## src/rtl/joy_serializer.sv

```systemverilog
// joy_serializer: parallel-in/serial-out transmitter for the serial joystick link.
// Define JOYSER_TIMEOUT_EN to add the TIMEOUT watchdog and the link_lost output.
module joy_serializer #(
    parameter int unsigned LEAD_BITS   = 1,
    parameter int unsigned SYNC_STAGES = 2
`ifdef JOYSER_TIMEOUT_EN
    ,
    parameter int unsigned TIMEOUT     = 1 << 20
`endif
) (
    input  logic        CLK,
    input  logic        reset,
    input  logic        joy_clk,
    input  logic        joy_load,
    output logic        joy_data,
    input  logic [11:0] joystick1,
    input  logic [11:0] joystick2,
    output logic        frame_done,
    output logic [4:0]  bit_index
`ifdef JOYSER_TIMEOUT_EN
    ,
    output logic        link_lost
`endif
);
    localparam int unsigned FLEN     = LEAD_BITS + 24;
    localparam logic [4:0]  LAST_IDX = 5'(FLEN - 1);

    typedef enum logic [1:0] {IDLE, LOADING, SHIFTING, DONE} state_t;
    state_t state_q, state_d;

    logic [SYNC_STAGES-1:0] clk_sync_q, load_sync_q;
    logic                   clk_s_d_q;
    logic                   clk_s, load_s, rise;
    logic [23:0]            payload;
    logic [FLEN-1:0]        snapshot, shreg_q, shreg_d;
    logic [4:0]             bit_index_q, bit_index_d;
    logic                   joy_data_q, joy_data_d;
    logic                   frame_done_q, frame_done_d;
    logic                   force_idle;

    assign clk_s  = clk_sync_q[SYNC_STAGES-1];
    assign load_s = load_sync_q[SYNC_STAGES-1];
    assign rise   = clk_s & ~clk_s_d_q;

    always_ff @(posedge CLK) begin
        if (reset) begin
            clk_sync_q  <= '1;
            load_sync_q <= '1;
            clk_s_d_q   <= 1'b1;
        end else begin
            clk_sync_q  <= {clk_sync_q[SYNC_STAGES-2:0], joy_clk};
            load_sync_q <= {load_sync_q[SYNC_STAGES-2:0], joy_load};
            clk_s_d_q   <= clk_s;
        end
    end

    // Payload bit k sits at payload[k]; the frame shifts out LSB first.
    assign payload = {joystick1[7], joystick1[9], joystick1[11], joystick1[10],
                      joystick2[7], joystick2[9], joystick2[11], joystick2[10],
                      joystick2[0], joystick2[1], joystick2[2], joystick2[3],
                      joystick2[4], joystick2[5], joystick2[6], joystick2[8],
                      joystick1[0], joystick1[1], joystick1[2], joystick1[3],
                      joystick1[4], joystick1[5], joystick1[6], joystick1[8]};

    always_comb begin
        snapshot                      = '1;
        snapshot[FLEN-1:LEAD_BITS]    = payload;
    end

    always_ff @(posedge CLK) begin
        if (reset) state_q <= IDLE;
        else       state_q <= state_d;
    end

    always_comb begin
        state_d = state_q;
        if (!load_s) begin
            state_d = LOADING;
        end else begin
            case (state_q)
                LOADING:  state_d = SHIFTING;
                SHIFTING: if (rise && bit_index_q == LAST_IDX) state_d = DONE;
                default:  state_d = state_q;
            endcase
        end
    end

    always_comb begin
        shreg_d      = shreg_q;
        bit_index_d  = bit_index_q;
        frame_done_d = 1'b0;
        if (!load_s) begin
            shreg_d     = snapshot;
            bit_index_d = '0;
        end else if (state_q == SHIFTING && rise) begin
            shreg_d      = {1'b1, shreg_q[FLEN-1:1]};
            bit_index_d  = bit_index_q + 5'd1;
            frame_done_d = (bit_index_q == LAST_IDX);
        end
        joy_data_d = force_idle | (state_d == IDLE) | (state_d == DONE) | shreg_d[0];
    end

    always_ff @(posedge CLK) begin
        if (reset) begin
            shreg_q      <= '1;
            bit_index_q  <= '0;
            joy_data_q   <= 1'b1;
            frame_done_q <= 1'b0;
        end else begin
            shreg_q      <= shreg_d;
            bit_index_q  <= bit_index_d;
            joy_data_q   <= joy_data_d;
            frame_done_q <= frame_done_d;
        end
    end

`ifdef JOYSER_TIMEOUT_EN
    localparam int unsigned CW = $clog2(TIMEOUT + 1);
    logic [CW-1:0] wd_cnt_q, wd_cnt_d;
    logic          load_s_d_q, load_fall;
    logic          link_lost_q, link_lost_d;

    assign load_fall = ~load_s & load_s_d_q;

    always_comb begin
        wd_cnt_d = wd_cnt_q;
        if (load_fall)                     wd_cnt_d = '0;
        else if (wd_cnt_q != CW'(TIMEOUT)) wd_cnt_d = wd_cnt_q + CW'(1);
        link_lost_d = !load_fall && (wd_cnt_d == CW'(TIMEOUT));
    end

    always_ff @(posedge CLK) begin
        if (reset) begin
            wd_cnt_q    <= '0;
            load_s_d_q  <= 1'b1;
            link_lost_q <= 1'b0;
        end else begin
            wd_cnt_q    <= wd_cnt_d;
            load_s_d_q  <= load_s;
            link_lost_q <= link_lost_d;
        end
    end

    assign force_idle = link_lost_d;
    assign link_lost  = link_lost_q;
`else
    assign force_idle = 1'b0;
`endif

    assign joy_data   = joy_data_q;
    assign frame_done = frame_done_q;
    assign bit_index  = bit_index_q;
endmodule

```

## config.mk

```make
export PLATFORM = sky130hd
export DESIGN_NAME = joy_serializer
export DESIGN_NICKNAME = d
export VERILOG_FILES = /design/src/rtl/joy_serializer.sv
export SDC_FILE = /design/constraint.sdc
export NUM_CORES = 1
export LEC_CHECK = 0
export ABC_AREA = 1
export BUFFER_PORTS_ARGS = -buffer_cell sky130_fd_sc_hd__buf_2
export CAP_MARGIN = 20
export CORE_AREA = 2 2 84 54
export DETAILED_ROUTE_END_ITERATION = 16
export DIE_AREA = 0 0 86 56
export PLACE_DENSITY_LB_ADDON = 0.05
export SLEW_MARGIN = 0
export SYNTH_ARGS = -nofsm -noshare
export SYNTH_HDL_FRONTEND = slang
export SYNTH_SLANG_ARGS = --single-unit
```

## constraint.sdc

```tcl
create_clock -name CLK -period 4.6 [get_ports CLK]
set_clock_uncertainty 0.2 [all_clocks]
set_input_delay 0.92 -clock CLK [delete_from_list [all_inputs] [get_ports CLK]]
set_output_delay 0.92 -clock CLK [all_outputs]
set_load 0.005 [all_outputs]
```

==> reports/results.ini, run 1 <==
[yosys]
synth_area_um2 = 1570
synth_adder_area_share_pct = 3.18
synth_compound_area_share_pct = 14.0
syn_nets = 213
yosysUniqueCellTypes = 21
synthXorXnorAreaFrac_pct = 0.556
yosysSeqAreaShare_pct = 49.6
synth_top_family_by_area = simple AND/OR/NAND/NOR gates
synthSimpleGateAreaFrac_pct = 25.2
syn_area_per_cell_um2 = 8.70
synth_mux_area_share_pct = 0
ys_ff_latch = 39
synth_top_area_share_pct = 49.6
synth.area.top_cells = dfxtp_1 (50%), a22oi_1 (11%), nand2_1 (8.8%), nand3_1 (8.6%), ha_1 (3.2%)
synth_area_leader_cell = dfxtp_1
yosysWarnings = 0
synthCells = 181

[setup_path]
cp.required_ns = 3.48
path_delay_family = flip-flops
cp.buffers_inverters = 1
critPathArrivalTime_ns = 0.86
start_kind = register
crit_fanout = 6
critPathMaxStageDelay_ns = 0.42
cp-end-kind = primary output
crit_type = register to primary output
cp_slowest_cell = dfxtp_1
cp_cell_sequence = buf_2

[finish]
nNetsFinal = 246
n_antenna_cell = 0
area_growth_syn_to_layout_pct = 15.3
final_util_pct = 45.5
drive_gt1_share_pct = 23.9
fillCellCount = 424
stdcell_count = 263

[floorplanning]
num_rows = 18
floorplan.io_pins = 35
core-area_um2 = 3990
die_x_um = 86
dieHeight_um = 56
dieArea_um2 = 4820
start_util_pct = 39.5

[global_routing]
grt_max_degree = 28
grt_pass1_vias = 1161
antenna_found_initial = 0
track_usage_pct = 14.0
grt_overflow = 0
grt_pass1_wl_um = 5290

[sta]
hold_slack_ns = 0.210
hold_violations = 0
setup_violations = 0
rsz0062_at_grt = no
fin_crit_sh_pct = 43.0
setup-tns-final_ns = 0
slew_headroom_pct = 49.1
slew_violations = 0
fmax_mhz = 505
tightest_slew_ns = 0.763
period_needed_ns = 1.98

[clocking]
root_buffer = clkbuf_8
cts_buffer_depth = 2
cts_buffers = 5
cts_tree = built
clkLatencyLatePin_ns = 0.28
htreeDepth = 2
cts_setup_buffers = 0
cts.repair.resized = 0
cts_hold_buf = 0
cts.sinks = 39
cts.clk_slew.worst_paths_ns = 0.07

[place]
place_congestion = 0.748
dpl.cell_count = 257
port_buffers = 34
dpl.hpwl_um = 2170

[pwr]
ir_worst_vdd_mv = 0.155
p_leak_nw = 0.840
cellPowerDensity_nw_per_um2 = 341

[detailed_routing]
dr.pass1.iters = 4
drt_wl_total_um = 3210
avgRoutedWirePerCell_um = 12.2
route.detailed.drc = 0
vias_per_cell = 5.08
drt-initial-drc-count = 87
drtAntennaViolNets = 0
vias = 1335

[run]
maxCapViolCount = 0

[worst_hold_path]
hold_path_class = register to register

[status]
status = complete, no violations

layout make-up:
class / count / area [um^2] / area share [%]
flip-flops and latches: 39 / 781 / 43.0
clock buffers: 6 / 72.6 / 4.00
well taps: 50 / 62.6 / 3.45
multi-input cells: 120 / 676 / 37.2
inverters: 14 / 52.6 / 2.90
repair buffers: 34 / 170 / 9.38
synth_stat cells:
cell     count
a21oi_1      3
a22oi_1     23
a31oi_1      1
buf_2        4
buf_6        4
dfxtp_1     39
ha_1         4
inv_1       11
inv_2        3
nand2_1     37
nand3_1     27
nand3_4      1
nand4_1      2
nor2_1       7
nor2_2       1
nor2_4       2
nor4_1       1
o21ai_0      4
o22ai_1      1
or2_2        5
xnor2_1      1
per-stage QoR:
step / instance area, um^2 / worst slack [ns] / power, mW
6_report: 1810 / 2.62 / 0.619
3_3_place_gp: 1740 / 2.42 / 0.418
4_1_cts: 1810 / 2.62 / 0.627
2_1_floorplan: 1570 / 2.94 / 0.401
5_1_grt: 1810 / 2.57 / 0.655
3_5_place_dp: 1740 / 2.41 / 0.419
path summary, 6_finish.rpt:
check                                          startpoint                  endpoint  slack, ns  cells past startpoint
worst max register to register      state_q[0]$_SDFF_PP0_       joy_data$_SDFF_PP1_       2.86                      8
worst min-delay path             clk_sync_q[0]$_SDFF_PP1_  clk_sync_q[1]$_SDFF_PP1_       0.21                      1
worst max-delay path            bit_index[2]$_SDFFE_PP0P_              bit_index[2]       2.62                      1
worst min register to register   clk_sync_q[0]$_SDFF_PP1_  clk_sync_q[1]$_SDFF_PP1_       0.21                      1
metal layers:
layer  track usage, %  wire (um)  vias to the layer above
met3             4.75        228                        5
met1             19.8       1660                      615
met2             19.7       1300                       33
met4             4.76         29                        0
met5                0          0                        -
li1                 -          -                      682
sequential cells by signal, indices dropped and copies added, names as in the netlist:
signal and flops:
shreg_q 25, clk_sync_q 2, state_q 2, frame_done 1
load_sync_q 2, joy_data 1, bit_index 5, clk_s_d_q 1
placed cells by master (no fill, tap or decap), drive strengths merged, types with 2 or more instances in the layout:
cell / count
a21oi: 3
a22oi: 23
buf: 34
clkbuf: 6
dfxtp: 39
ha: 4
inv: 14
nand2: 37
nand3: 28
nand4: 2
nor2: 10
o21ai: 4
or2: 5
kinds of logic after synthesis:
| kind of cell | Yosys count |
|---|---|
| compound gates | 32 |
| xor+xnor | 1 |
| fa+ha+maj | 4 |
| buf+inv | 22 |
| flops | 39 |
| simple gates | 83 |
report_power, final:
| group | total, mW | internal [mW] | switching, mW |
|---|---|---|---|
| clock | 0.208 | 0.101 | 0.107 |
| combinational | 0.0514 | 0.0236 | 0.0279 |
| sequential | 0.359 | 0.352 | 0.00719 |
| total | 0.619 | 0.477 | 0.142 |
(Power assumes the default switching activity.)
==> run 2: changes to the inputs <==
Settings changed: ABC_AREA 1 to 0, CORE_AREA 2 2 84 54 to 2 2 87 55, DIE_AREA 0 0 86 56 to 0 0 89 57.
Clock period 4.6 ns to 1.65 ns, I/O delays scaled along.
==> run 2 against run 1 <==
Against the previous run:
- hold slack got worse by 0.19 ns
- die area increased by 5.3%
- worst setup slack got worse by 2.6 ns
==> reports/results.ini, run 2 <==
[finish]
area_growth_syn_to_layout_pct = 27.1  ; was 15.3%
nNetsFinal = 269  ; was 246
largest_register_ffs = 25  ; unchanged
drive_gt1_share_pct = 30.3  ; was 23.9%
regMostFlops = shreg_q  ; unchanged
final_common_cell = nand2_1  ; was dfxtp_1
fillCellCount = 427  ; was 424
layout_common_cells = nand2_1 (51), dfxtp_1 (38), buf_2 (34), nor3_1 (23), a31oi_1 (23)  ; was dfxtp_1 (39), nand2_1 (37), buf_2 (34), nand3_1 (27), a22oi_1 (23)
final_util_pct = 48.1  ; was 45.5%
final_cell_area_um2 = 2110  ; was 1810 um^2
n_antenna_cell = 0  ; unchanged

[setup_path]
cp_cell_sequence = inv_2, ha_4, and4b_2, a2111oi_4, mux2i_1  ; was buf_2
critPathArrivalTime_ns = 1.56  ; was 0.86 ns
crit_fanout = 4  ; was 6
crit_type = register to register  ; was register to primary output
start_kind = register  ; unchanged
ff2ff_setup_slack_ns = 0.07  ; was 2.86 ns
cp_slowest_cell = dfxtp_2  ; was dfxtp_1
critPathMaxStageDelay_ns = 0.34  ; was 0.42 ns
cp-end-kind = register  ; was primary output
cp.required_ns = 1.62  ; was 3.48 ns

[clocking]
root_buffer = clkbuf_8  ; unchanged
cts_hold_buf = 0  ; unchanged
clkLatencyLatePin_ns = 0.29  ; was 0.28 ns
cts_buffers = 5  ; unchanged
cts_tree = built  ; unchanged
htreeDepth = 2  ; unchanged
cts_buffer_depth = 2  ; unchanged
cts.clk_slew.worst_paths_ns = 0.08  ; was 0.07 ns
cts.sinks = 39  ; unchanged

[sta]
hold_violations = 0  ; unchanged
setup_violations = 0  ; unchanged
setup-tns-final_ns = 0  ; unchanged
slew_violations = 0  ; unchanged
fin_crit_sh_pct = 95.9
period_needed_ns = 1.58
fmax_mhz = 632
tightest_slew_ns = 0.278  ; was 0.763 ns
slew_headroom_pct = 81.4  ; was 49.1%

[floorplanning]
core-area_um2 = 4370  ; was 3990 um^2
die_x_um = 89  ; was 86 um
floorplan.io_pins = 35  ; unchanged
dieHeight_um = 57  ; was 56 um
start_util_pct = 37.9  ; was 39.5%
dieArea_um2 = 5070  ; was 4820 um^2
num_rows = 19  ; was 18

[detailed_routing]
drtAntennaViolNets = 0  ; unchanged
vias_per_cell = 4.91  ; was 5.08
dr.pass1.iters = 4  ; unchanged
avgRoutedWirePerCell_um = 12.6  ; was 12.2 um
drt_wl_total_um = 3790  ; was 3210 um
vias = 1477  ; was 1335
route.detailed.drc = 0  ; unchanged
drt-initial-drc-count = 54  ; was 87

[yosys]
async_flop_share_pct = 0  ; unchanged
synthCells = 197  ; was 181
syn_nets = 229  ; was 213
synth.area.top_cells = dfxtp_1 (47%), nand2_1 (12%), a31oi_1 (8.7%), nor3_1 (6.9%), ha_1 (3.0%)  ; was dfxtp_1 (50%), a22oi_1 (11%), nand2_1 (8.8%), nand3_1 (8.6%), ha_1 (3.2%)
yosysWarnings = 0  ; unchanged
synthTopCellsByCount = nand2_1 (51), dfxtp_1 (39), a31oi_1 (23), nor3_1 (23), clkbuf_1 (7)  ; was dfxtp_1 (39), nand2_1 (37), nand3_1 (27)
synthFlopType = dfxtp_1  ; unchanged
synth_most_common_cell = nand2_1  ; was dfxtp_1
synth_area_leader_cell = dfxtp_1  ; unchanged
yosysSeqAreaShare_pct = 47.1  ; was 49.6%
synth_top_area_share_pct = 47.1  ; was 49.6%
synth_area_um2 = 1660  ; was 1570 um^2
synth_edf_count = 0  ; unchanged
syn_area_per_cell_um2 = 8.41  ; was 8.70 um^2
yosysUniqueCellTypes = 30  ; was 21
ys_ff_latch = 39  ; unchanged

[global_routing]
grt_overflow = 0  ; unchanged
track_usage_pct = 15.7  ; was 14.0%
antenna_found_initial = 0  ; unchanged
grt_pass1_wl_um = 6220  ; was 5290 um
grt_pass1_vias = 1420  ; was 1161
grt_max_degree = 24  ; was 28

[place]
place_congestion = 0.758  ; was 0.748
dpl.hpwl_um = 2650  ; was 2170 um
port_buffers = 34  ; unchanged
placed_cell_area_um2 = 1910  ; was 1740 um^2

[pwr]
cellPowerDensity_nw_per_um2 = 935  ; was 341 nW/um^2
p_total_mw = 1.97  ; was 0.619 mW
p_leak_nw = 0.956  ; was 0.840 nW
ir_worst_vdd_mv = 0.384  ; was 0.155 mV

[worst_hold_path]
hold_path_class = input port to register  ; was register to register

[status]
status = complete, no violations  ; unchanged

[run]
maxCapViolCount = 0  ; unchanged

## run 2: kinds of logic after synthesis
family	count (synthesis)	synth area share (%)
buffers and inverters	22	7.33
adders and majority gates	4	3.02
muxes	2	1.21
AOI/OAI and AO/OA	35	13.7
DFF	39	47.1
and+or+nand+nor	95	27.6
## run 2: repair_timing
action | 4_1_cts | 5_1_grt
buffers inserted | 0 | 1
resized for setup | 4 | 10
endpoints found under the setup margin | 1 | 27
pin swaps | 0 | 1
## run 2: per-layer routing
metal  part of all wire (%)  global-route usage [%]  up-vias
li1                       -                       -      759
met1                     50                    20.8      676
met2                     44                    24.1       34
met3                    5.2                    4.34        8
met4                    1.6                    6.82        0
met5                      0                       0        -
## run 2: area by class of cell
| cell class | instances | area, um^2 | share of cell area, % |
|---|---|---|---|
| multi-input combinational | 136 | 811 | 38.5 |
| timing repair buffer | 49 | 294 | 14.0 |
| inverter | 6 | 22.5 | 1.07 |
| sequential | 39 | 782 | 37.1 |
| clock inverter | 2 | 35.0 | 1.66 |
| clock buffer | 6 | 82.6 | 3.92 |
| tap | 63 | 78.8 | 3.74 |
## run 2: final timing paths
kind / startpoint / to / depth (start not counted)
setup reg to reg: state_q[0]$_SDFF_PP0_ / joy_data$_SDFF_PP1_ / 5
hold / removal: joy_clk / clk_sync_q[0]$_SDFF_PP1_ / 2
hold reg to reg: clk_sync_q[0]$_SDFF_PP1_ / clk_sync_q[1]$_SDFF_PP1_ / 1
setup / recovery: state_q[0]$_SDFF_PP0_ / joy_data$_SDFF_PP1_ / 5
## run 2: power breakdown
| group | internal (mW) | switching, mW | total, mW |
|---|---|---|---|
| combinational | 0.0721 | 0.0794 | 0.152 |
| sequential | 0.972 | 0.0170 | 0.989 |
| clock | 0.489 | 0.339 | 0.828 |
| total | 1.53 | 0.435 | 1.97 |
## run 2: through the flow
step / hold WS [ns] / worst slack [ns] / cells
finish: 0.0192 / 0.0676 / 301
global route: 0.0161 / -0.00122 / 301
CTS: 0.00966 / 0.0271 / 300
detailed placement: 0.203 / -0.0769 / 292
global placement: 0.192 / 0.0138 / 292
floorplan: 0.189 / 0.0457 / 197
## run 2: critical path: cells and delay by family (launching register included)
family                     cells  cell delay (ns)
adders and majority gates      1             0.17
DFF                            1             0.34
and+or+nand+nor                1             0.29
AOI/OAI and AO/OA              1             0.31
muxes                          1             0.11
buffers and inverters          1             0.05
